### src/rtl/ps2_pkg.sv
// Shared constants, FSM encoding and event layout for the PS/2 key-event decoder.
package ps2_pkg;

  // Prefix and error bytes of PS/2 scan-code set 2
  localparam logic [7:0] PS2_EXT  = 8'hE0;
  localparam logic [7:0] PS2_BRK  = 8'hF0;
  localparam logic [7:0] PS2_ERR0 = 8'h00;
  localparam logic [7:0] PS2_ERR1 = 8'hFF;

  // One event is {code[7:0], ext, brk}
  localparam int PS2_EVT_W = 10;

  // Byte fetch handshake with the receiver
  typedef enum logic [1:0] {
    ST_IDLE = 2'd0,
    ST_ACK  = 2'd1,
    ST_GAP  = 2'd2
  } fetch_state_e;

  typedef struct packed {
    logic [7:0] code;
    logic       ext;
    logic       brk;
  } ps2_evt_t;

  // Bytes the keyboard uses to signal buffer overrun / internal error
  function automatic logic is_err_byte(input logic [7:0] b);
    return (b == PS2_ERR0) || (b == PS2_ERR1);
  endfunction

endpackage

### src/rtl/ps2_evt_fifo.sv
// Synchronous show-ahead FIFO: the head entry is visible on rd_data whenever
// the FIFO is not empty, and pop advances to the next entry.
module ps2_evt_fifo #(
  parameter int DEPTH = 8,
  parameter int WIDTH = 10
) (
  input  logic             clk,
  input  logic             rst,
  input  logic             push,
  input  logic [WIDTH-1:0] wr_data,
  input  logic             pop,
  output logic [WIDTH-1:0] rd_data,
  output logic             full,
  output logic             empty
);

  localparam int AW = $clog2(DEPTH);

  logic [WIDTH-1:0] mem [DEPTH];
  logic [AW-1:0]    wr_ptr_reg;
  logic [AW-1:0]    rd_ptr_reg;
  logic [AW:0]      count_reg;
  logic             wr_en;
  logic             rd_en;

  assign full  = (count_reg == (AW+1)'(DEPTH));
  assign empty = (count_reg == '0);

  // A push into a full FIFO is still accepted when the head leaves in the same cycle
  assign rd_en = pop && !empty;
  assign wr_en = push && (!full || rd_en);

  // Storage array, no reset so it maps onto distributed/block memory
  always_ff @(posedge clk) begin
    if (wr_en) begin
      mem[wr_ptr_reg] <= wr_data;
    end
  end

  // Pointers and occupancy; depth is a power of two so pointers wrap naturally
  always_ff @(posedge clk) begin
    if (rst) begin
      wr_ptr_reg <= '0;
      rd_ptr_reg <= '0;
      count_reg  <= '0;
    end else begin
      if (wr_en) begin
        wr_ptr_reg <= wr_ptr_reg + AW'(1);
      end
      if (rd_en) begin
        rd_ptr_reg <= rd_ptr_reg + AW'(1);
      end
      case ({wr_en, rd_en})
        2'b10:   count_reg <= count_reg + (AW+1)'(1);
        2'b01:   count_reg <= count_reg - (AW+1)'(1);
        default: count_reg <= count_reg;
      endcase
    end
  end

  // Head is forced to zero while empty so stale entries never show
  always_comb begin
    rd_data = empty ? '0 : mem[rd_ptr_reg];
  end

endmodule

### src/rtl/ps2_key_event.sv
// PS/2 scan-code decoder: pops bytes from the receiver, folds E0/F0 prefixes
// into complete key events, tracks held keys to filter typematic repeats and
// queues events behind a valid/ready port.
module ps2_key_event
  import ps2_pkg::*;
#(
  parameter int FIFO_DEPTH   = 8,
  parameter int N_HELD       = 4,
  parameter int SUPPRESS_RPT = 1,
  parameter int TIMEOUT      = 1_000_000,
  parameter int CNT_W        = 8
) (
  input  logic                          clk,
  input  logic                          rst,
  input  logic [7:0]                    in_data,
  input  logic                          in_ready,
  output logic                          in_nextdata_n,
  input  logic                          clr_stat,
  output logic                          evt_valid,
  input  logic                          evt_ready,
  output logic [7:0]                    evt_code,
  output logic                          evt_ext,
  output logic                          evt_brk,
  output logic [CNT_W-1:0]              press_cnt,
  output logic [$clog2(N_HELD+1)-1:0]   held_cnt,
  output logic                          evt_ovf,
  output logic                          held_ovf,
  output logic                          seq_err
);

  localparam int HCW = $clog2(N_HELD + 1);
  localparam int TW  = $clog2(TIMEOUT + 1);

  // ---------------------------------------------------------------- fetch FSM
  fetch_state_e state_reg;
  fetch_state_e state_next;
  logic         ack;
  logic [7:0]   byte_reg;

  // State register
  always_ff @(posedge clk) begin
    if (rst) begin
      state_reg <= ST_IDLE;
    end else begin
      state_reg <= state_next;
    end
  end

  // Next state: one byte every three cycles at most
  always_comb begin
    state_next = state_reg;
    case (state_reg)
      ST_IDLE: if (in_ready) state_next = ST_ACK;
      ST_ACK:  state_next = ST_GAP;
      ST_GAP:  state_next = ST_IDLE;
      default: state_next = ST_IDLE;
    endcase
  end

  // FSM outputs: pop strobe to the receiver and the classify enable
  always_comb begin
    in_nextdata_n = 1'b1;
    ack           = 1'b0;
    if (state_reg == ST_ACK) begin
      in_nextdata_n = 1'b0;
      ack           = 1'b1;
    end
  end

  // Capture the receiver byte when leaving IDLE
  always_ff @(posedge clk) begin
    if (rst) begin
      byte_reg <= '0;
    end else if (state_reg == ST_IDLE && in_ready) begin
      byte_reg <= in_data;
    end
  end

  // ---------------------------------------------------------------- classify
  logic       ext_reg;
  logic       brk_reg;
  logic       is_ext;
  logic       is_brk;
  logic       is_err;
  logic       is_final;
  logic [8:0] key_now;

  always_comb begin
    is_ext   = ack && (byte_reg == PS2_EXT);
    is_brk   = ack && (byte_reg == PS2_BRK);
    is_err   = ack && is_err_byte(byte_reg);
    is_final = ack && !(byte_reg == PS2_EXT) && !(byte_reg == PS2_BRK) && !is_err_byte(byte_reg);
    key_now  = {ext_reg, byte_reg};
  end

  // ---------------------------------------------------------------- timeout
  logic [TW-1:0] tmo_cnt_reg;
  logic          tmo_run;
  logic          tmo_fire;

  // Counts idle cycles with a pending prefix; any capture restarts it
  always_comb begin
    tmo_run  = (state_reg == ST_IDLE) && (ext_reg || brk_reg) && !in_ready;
    tmo_fire = tmo_run && (tmo_cnt_reg == TW'(TIMEOUT - 1));
  end

  // Timeout counter
  always_ff @(posedge clk) begin
    if (rst || !tmo_run || tmo_fire) begin
      tmo_cnt_reg <= '0;
    end else begin
      tmo_cnt_reg <= tmo_cnt_reg + TW'(1);
    end
  end

  // Prefix flags persist between bytes until a final code, error or timeout
  always_ff @(posedge clk) begin
    if (rst) begin
      ext_reg <= 1'b0;
      brk_reg <= 1'b0;
    end else if (is_ext) begin
      ext_reg <= 1'b1;
    end else if (is_brk) begin
      brk_reg <= 1'b1;
    end else if (is_err || is_final || tmo_fire) begin
      ext_reg <= 1'b0;
      brk_reg <= 1'b0;
    end
  end

  // ---------------------------------------------------------------- held table
  logic             held_vld_reg [N_HELD];
  logic [8:0]       held_key_reg [N_HELD];
  logic [N_HELD-1:0] held_vld_vec;
  logic [N_HELD-1:0] match;
  logic [N_HELD-1:0] ins_onehot;
  logic             any_match;
  logic             held_full;
  logic             fin_make;
  logic             fin_brk;
  logic             suppress;
  logic             do_insert;
  logic             do_remove;
  logic             hovf_set;
  logic             push_evt;
  logic             press_inc;

  // Parallel compare of the incoming key against every occupied entry
  for (genvar gi = 0; gi < N_HELD; gi++) begin : g_match
    assign held_vld_vec[gi] = held_vld_reg[gi];
    assign match[gi]        = held_vld_reg[gi] && (held_key_reg[gi] == key_now);
  end

  // Lowest free slot gets the next inserted key
  always_comb begin
    logic found;
    found      = 1'b0;
    ins_onehot = '0;
    for (int i = 0; i < N_HELD; i++) begin
      if (!held_vld_vec[i] && !found) begin
        ins_onehot[i] = 1'b1;
        found         = 1'b1;
      end
    end
  end

  // Event decisions for the byte being acknowledged. A key already in the
  // table is never inserted a second time, so each key occupies at most one
  // entry and a single break releases it even when repeats are passed through.
  always_comb begin
    any_match = |match;
    held_full = &held_vld_vec;
    fin_make  = is_final && !brk_reg;
    fin_brk   = is_final && brk_reg;
    suppress  = fin_make && any_match && (SUPPRESS_RPT != 0);
    do_insert = fin_make && !any_match && !held_full;
    hovf_set  = fin_make && !any_match && held_full;
    do_remove = fin_brk && any_match;
    press_inc = fin_make && !suppress;
    push_evt  = fin_brk || press_inc;
  end

  // Per-entry update: release on break, claim on insert
  for (genvar gi = 0; gi < N_HELD; gi++) begin : g_entry
    always_ff @(posedge clk) begin
      if (rst) begin
        held_vld_reg[gi] <= 1'b0;
        held_key_reg[gi] <= '0;
      end else if (do_remove && match[gi]) begin
        held_vld_reg[gi] <= 1'b0;
      end else if (do_insert && ins_onehot[gi]) begin
        held_vld_reg[gi] <= 1'b1;
        held_key_reg[gi] <= key_now;
      end
    end
  end

  // Occupancy is the population count of the valid bits
  always_comb begin
    held_cnt = '0;
    for (int i = 0; i < N_HELD; i++) begin
      held_cnt = held_cnt + HCW'(held_vld_vec[i]);
    end
  end

  // ---------------------------------------------------------------- event FIFO
  ps2_evt_t evt_in;
  ps2_evt_t evt_head;
  logic     fifo_full;
  logic     fifo_empty;
  logic     evt_pop;

  // brk_reg already equals the release/press flag of the final code
  assign evt_in  = '{code: byte_reg, ext: ext_reg, brk: brk_reg};
  assign evt_pop = evt_valid && evt_ready;

  ps2_evt_fifo #(
    .DEPTH (FIFO_DEPTH),
    .WIDTH (PS2_EVT_W)
  ) u_fifo (
    .clk     (clk),
    .rst     (rst),
    .push    (push_evt),
    .wr_data (evt_in),
    .pop     (evt_pop),
    .rd_data (evt_head),
    .full    (fifo_full),
    .empty   (fifo_empty)
  );

  assign evt_valid = !fifo_empty;
  assign evt_code  = evt_head.code;
  assign evt_ext   = evt_head.ext;
  assign evt_brk   = evt_head.brk;

  // ---------------------------------------------------------------- statistics
  logic [CNT_W-1:0] press_cnt_reg;
  logic             evt_ovf_reg;
  logic             held_ovf_reg;
  logic             seq_err_reg;
  logic             evt_ovf_set;
  logic             seq_err_set;

  assign evt_ovf_set = push_evt && fifo_full && !evt_pop;
  assign seq_err_set = is_err || tmo_fire;

  // Press counter wraps; a press in the clearing cycle is still counted
  always_ff @(posedge clk) begin
    if (rst) begin
      press_cnt_reg <= '0;
    end else if (clr_stat) begin
      press_cnt_reg <= press_inc ? CNT_W'(1) : '0;
    end else if (press_inc) begin
      press_cnt_reg <= press_cnt_reg + CNT_W'(1);
    end
  end

  // Sticky flags: a set event outranks a coincident clear
  always_ff @(posedge clk) begin
    if (rst) begin
      evt_ovf_reg  <= 1'b0;
      held_ovf_reg <= 1'b0;
      seq_err_reg  <= 1'b0;
    end else begin
      if (evt_ovf_set)   evt_ovf_reg  <= 1'b1;
      else if (clr_stat) evt_ovf_reg  <= 1'b0;
      if (hovf_set)      held_ovf_reg <= 1'b1;
      else if (clr_stat) held_ovf_reg <= 1'b0;
      if (seq_err_set)   seq_err_reg  <= 1'b1;
      else if (clr_stat) seq_err_reg  <= 1'b0;
    end
  end

  assign press_cnt = press_cnt_reg;
  assign evt_ovf   = evt_ovf_reg;
  assign held_ovf  = held_ovf_reg;
  assign seq_err   = seq_err_reg;

endmodule

### config.mk
export PLATFORM = sky130hd
export DESIGN_NAME = ps2_key_event
export DESIGN_NICKNAME = d
export VERILOG_FILES = /design/src/rtl/ps2_pkg.sv /design/src/rtl/ps2_evt_fifo.sv /design/src/rtl/ps2_key_event.sv
export SDC_FILE = /design/constraint.sdc
export NUM_CORES = 1
export LEC_CHECK = 0
export ABC_AREA = 1
export BUFFER_PORTS_ARGS = -buffer_cell sky130_fd_sc_hd__buf_2
export CORE_UTILIZATION = 35
export CTS_CLUSTER_SIZE = 8
export DETAILED_ROUTE_END_ITERATION = 12
export GPL_ROUTABILITY_DRIVEN = 0
export PLACE_DENSITY = 0.5
export SLEW_MARGIN = 0
export SYNTH_ARGS = -nofsm -noshare
export SYNTH_HDL_FRONTEND = slang
export SYNTH_HIERARCHICAL = 1
export SYNTH_SLANG_ARGS = --single-unit
### constraint.sdc
create_clock -name clk -period 5.7 [get_ports clk]
set_input_delay 0.57 -clock clk [delete_from_list [all_inputs] [get_ports clk]]
set_output_delay 0.57 -clock clk [all_outputs]
set_load 0.02 [all_outputs]
==> out/metrics.yaml <==
clock_tree:
  clockBufferDepth: 2
  cts_root_buffer: "clkbuf_16"
  cts_sinks: 176
  clkLatencyLatePin_ps: 430
  htree_num_levels: 4
  postCtsSetupBuffers: 0
  post_cts_resized: 0
  cts.clk_slew.worst_paths_ps: 70
  tritoncts: "built"
  cts_buffers: 17
  hold_buffers: 0
global_routing:
  grt_max_degree: 42
  globalRouteMet2Util_pct: 27.6
  grt-busiest-layer: "met2"
  met3_usage_pct: 3.23
  antenna_found_initial: 1
  grt_pass1_wl_um: 31600
  track_usage_pct: 17.5
  use_met1_pct: 24.6
  grt_overflow_total: 0
  grt_pass1_vias: 5755
die:
  start_util_pct: 36.0
  io_pins: 39
  rows: 55
  die_area_um2: 24000
  core_um2: 22800
  dieHeight_um: 155
  dieWidth_um: 155
layout:
  antenna_cells: 0
  multi_input_area_um2: 2950
  fillers: 2254
  final_nets: 971
  largest_register_ffs: 80
  areaGrowthSynthToFinish_pct: 12.6
  regArea_um2: 4720
  drive_gt1_share_pct: 11.4
power_and_ir_drop:
  power_density_nw_per_um2: 369
  power.leakage_nw: 3.63
  total_power_mw: 3.40
  ir_drop_mv: 0.181
yosys:
  syn-num-nets: 935
  ys_types: 37
  ys_ff_latch: 176
  synth_top_cell_by_area: "edfxtp_1"
  synthCells: 911
  synth_warnings: 6
  synth_top_area_share_pct: 44.0
  avgSynthCellArea_um2: 9.00
  ys_seq_area_share_pct: 57.6
  ys_top_cells_by_area: "edfxtp_1 (44%), dfxtp_1 (14%), nor2_1 (9.3%)"
  syn_area_um2: 8200
setup_path:
  rr_worst_depth: 12
  worstSetupPathType: "flip-flop to flip-flop"
  end_kind: "flip-flop"
  cp.arrival_ps: 3700
  startpoint_type: "flip-flop"
  r2r_start: "byte_reg[0]"
  r2r_slack_ps: 2050
  path_max_fanout: 15
  reg2reg_to: "u_fifo/mem[6][4]"
  cp.required_ps: 5750
sta:
  tightest_slew_ps: 917
  fin_tns_setup_ps: 0
  finClkSkew_ps: 10.7
  rsz0062_at_grt: "false"
  finalCritPeriodShare_pct: 64.1
  fmax_mhz: 274
  finalSetupViolations: 0
  slew_violations: 0
  slew_headroom_pct: 38.6
  hold_viol_final: 0
  period_needed_ps: 3650
detailed_routing:
  drt_iter0_markers: 404
  drtAntennaViolNets: 0
  wl_per_cell_um: 15.5
  drc_errors: 0
  vias: 5985
  drtPass1Iterations: 5
  detail_route.vias_per_cell: 4.70
  routed_wl_um: 19700
worst_hold_path:
  hold_path_end: "byte_reg[7]"
  hold_path_depth: 3
  hold_class: "primary input to flip-flop"
  min_from: "in_data[7]"
placed_design:
  portBuffers: 38
  dp_hpwl_um: 13400
status:
  status: "finished clean"
job:
  maxCapViolCount: 0
-- per-stage QoR --
| step | instance area [µm²] | util, % | instances | hold slack (ps) | setup WS, ps |
|---|---|---|---|---|---|
| 2_1_floorplan | 8200 | - | 911 | 418 | 2990 |
| 3_3_place_gp | 8680 | 38.1 | 1241 | 433 | 2090 |
| 3_5_place_dp | 8680 | 38.1 | 1241 | 443 | 2000 |
| 4_1_cts | 9230 | 40.5 | 1273 | 410 | 1990 |
| 5_1_grt | 9230 | 40.5 | 1273 | 433 | 1720 |
| 6_report | 9230 | 40.5 | 1273 | 422 | 2050 |
-- kinds of logic (layout without fill, tap and decap cells) --
logic type	after synthesis	count (layout)	share of synthesized area, %
and+or+nand+nor	460	460	24.5
DFF	176	176	57.6
buffers and inverters	131	180	6.32
AOI/OAI and AO/OA	113	113	7.56
xor gates and xnor gates	20	20	2.14
adders and majority gates	11	11	1.86
-- power by group --
group	switching (mW)	internal [mW]	total [mW]
sequential	0.0632	1.42	1.48
combinational	0.582	0.242	0.824
clock	0.499	0.598	1.10
total	1.14	2.26	3.40
-- worst max path at each step --
| stage | startpoint | to | slack (ps) |
|---|---|---|---|
| 6_report | byte_reg[0] | u_fifo/mem[6][4] | 2050 |
| 5_1_grt | byte_reg[0] | u_fifo/mem[3][2] | 1720 |
| 4_1_cts | byte_reg[0] | u_fifo/mem[3][8] | 1990 |
| 3_5_place_dp | byte_reg[0] | u_fifo/mem[3][0] | 2000 |
| 3_3_place_gp | byte_reg[7] | u_fifo/mem[3][4] | 2090 |
| 2_1_floorplan | byte_reg[2] | u_fifo/mem[0][0] | 2990 |
-- area by class of cell --
cell class,instances,area share [%]
clock buffer,21,5.11
sequential,176,51.2
tap,313,4.24
multi-input combinational,604,32.0
clock inverter,11,0.813
inverter,107,4.35
timing repair buffer,41,2.30
-- cell usage in the layout, fill, tap and decap left out, types with 2 or more instances in the layout --
cell / instances
nor2_1: 202
nand2_1: 172
edfxtp_1: 120
inv_1: 93
dfxtp_1: 56
buf_2: 38
nand3_1: 34
o21ai_1: 34
a21oi_1: 27
o21ai_0: 26
clkbuf_16: 18
inv_2: 14
nor3_1: 13
xor2_1: 12
o211ai_1: 11
o22ai_1: 10
ha_1: 9
xnor2_1: 8
nand4_1: 8
nor3b_1: 5
nand2_2: 4
nand3_4: 4
nor4_1: 3
or2_2: 3
clkinv_2: 3
inv_4: 3
inv_6: 3
buf_4: 3
nand2_4: 3
nand3_2: 2
nor2_4: 2
a211oi_1: 2
fa_1: 2
clkbuf_1: 2
clkinvlp_4: 2
nor2_2: 2
-- routing by layer --
metal  up-vias  routed length (µm)  part of all wire (%)
li1       3063                   -                     -
met1      2772                9620                    49
met2       133                8990                    46
met3        17                 893                   4.5
met4         0                 197                   1.0
met5         -                   0                     0
-- synth_stat cells --
library cell  instances
buf_2                15
a21oi_1              27
nor3_1               13
nand2_1             172
inv_2                14
a21oi_2               1
xnor2_1               8
fa_1                  2
nor2_4                2
ha_1                  9
or2_2                 3
o21ai_0              26
nand3_4               4
nand3_2               2
nand4_4               1
nor2_1              202
dfxtp_1              56
a21o_1                1
nor3b_1               5
o211ai_1             11
o21ai_1              34
nor3_4                1
nand4_1               8
xor2_1               12
nand2_2               4
inv_1                93
o21a_1                1
buf_4                 2
nand2_4               3
nand3_1              34
o22ai_1              10
nor4_1                3
nor2_2                2
edfxtp_1            120
nand3b_4              1
clkbuf_1              7
a211oi_1              2
-- critical path: stages (launching register included) --
cell and delay (ps):
dfxtp_1 840, nor2_1 130, nand2_2 110, inv_2 40
nand2_1 70, nand3_2 100, nor3_4 280, nand3_2 300
nand2_1 340, nand2_2 160, inv_2 90, nand2_2 100
nor2_1 700
Power figures use the tool's default switching activity.
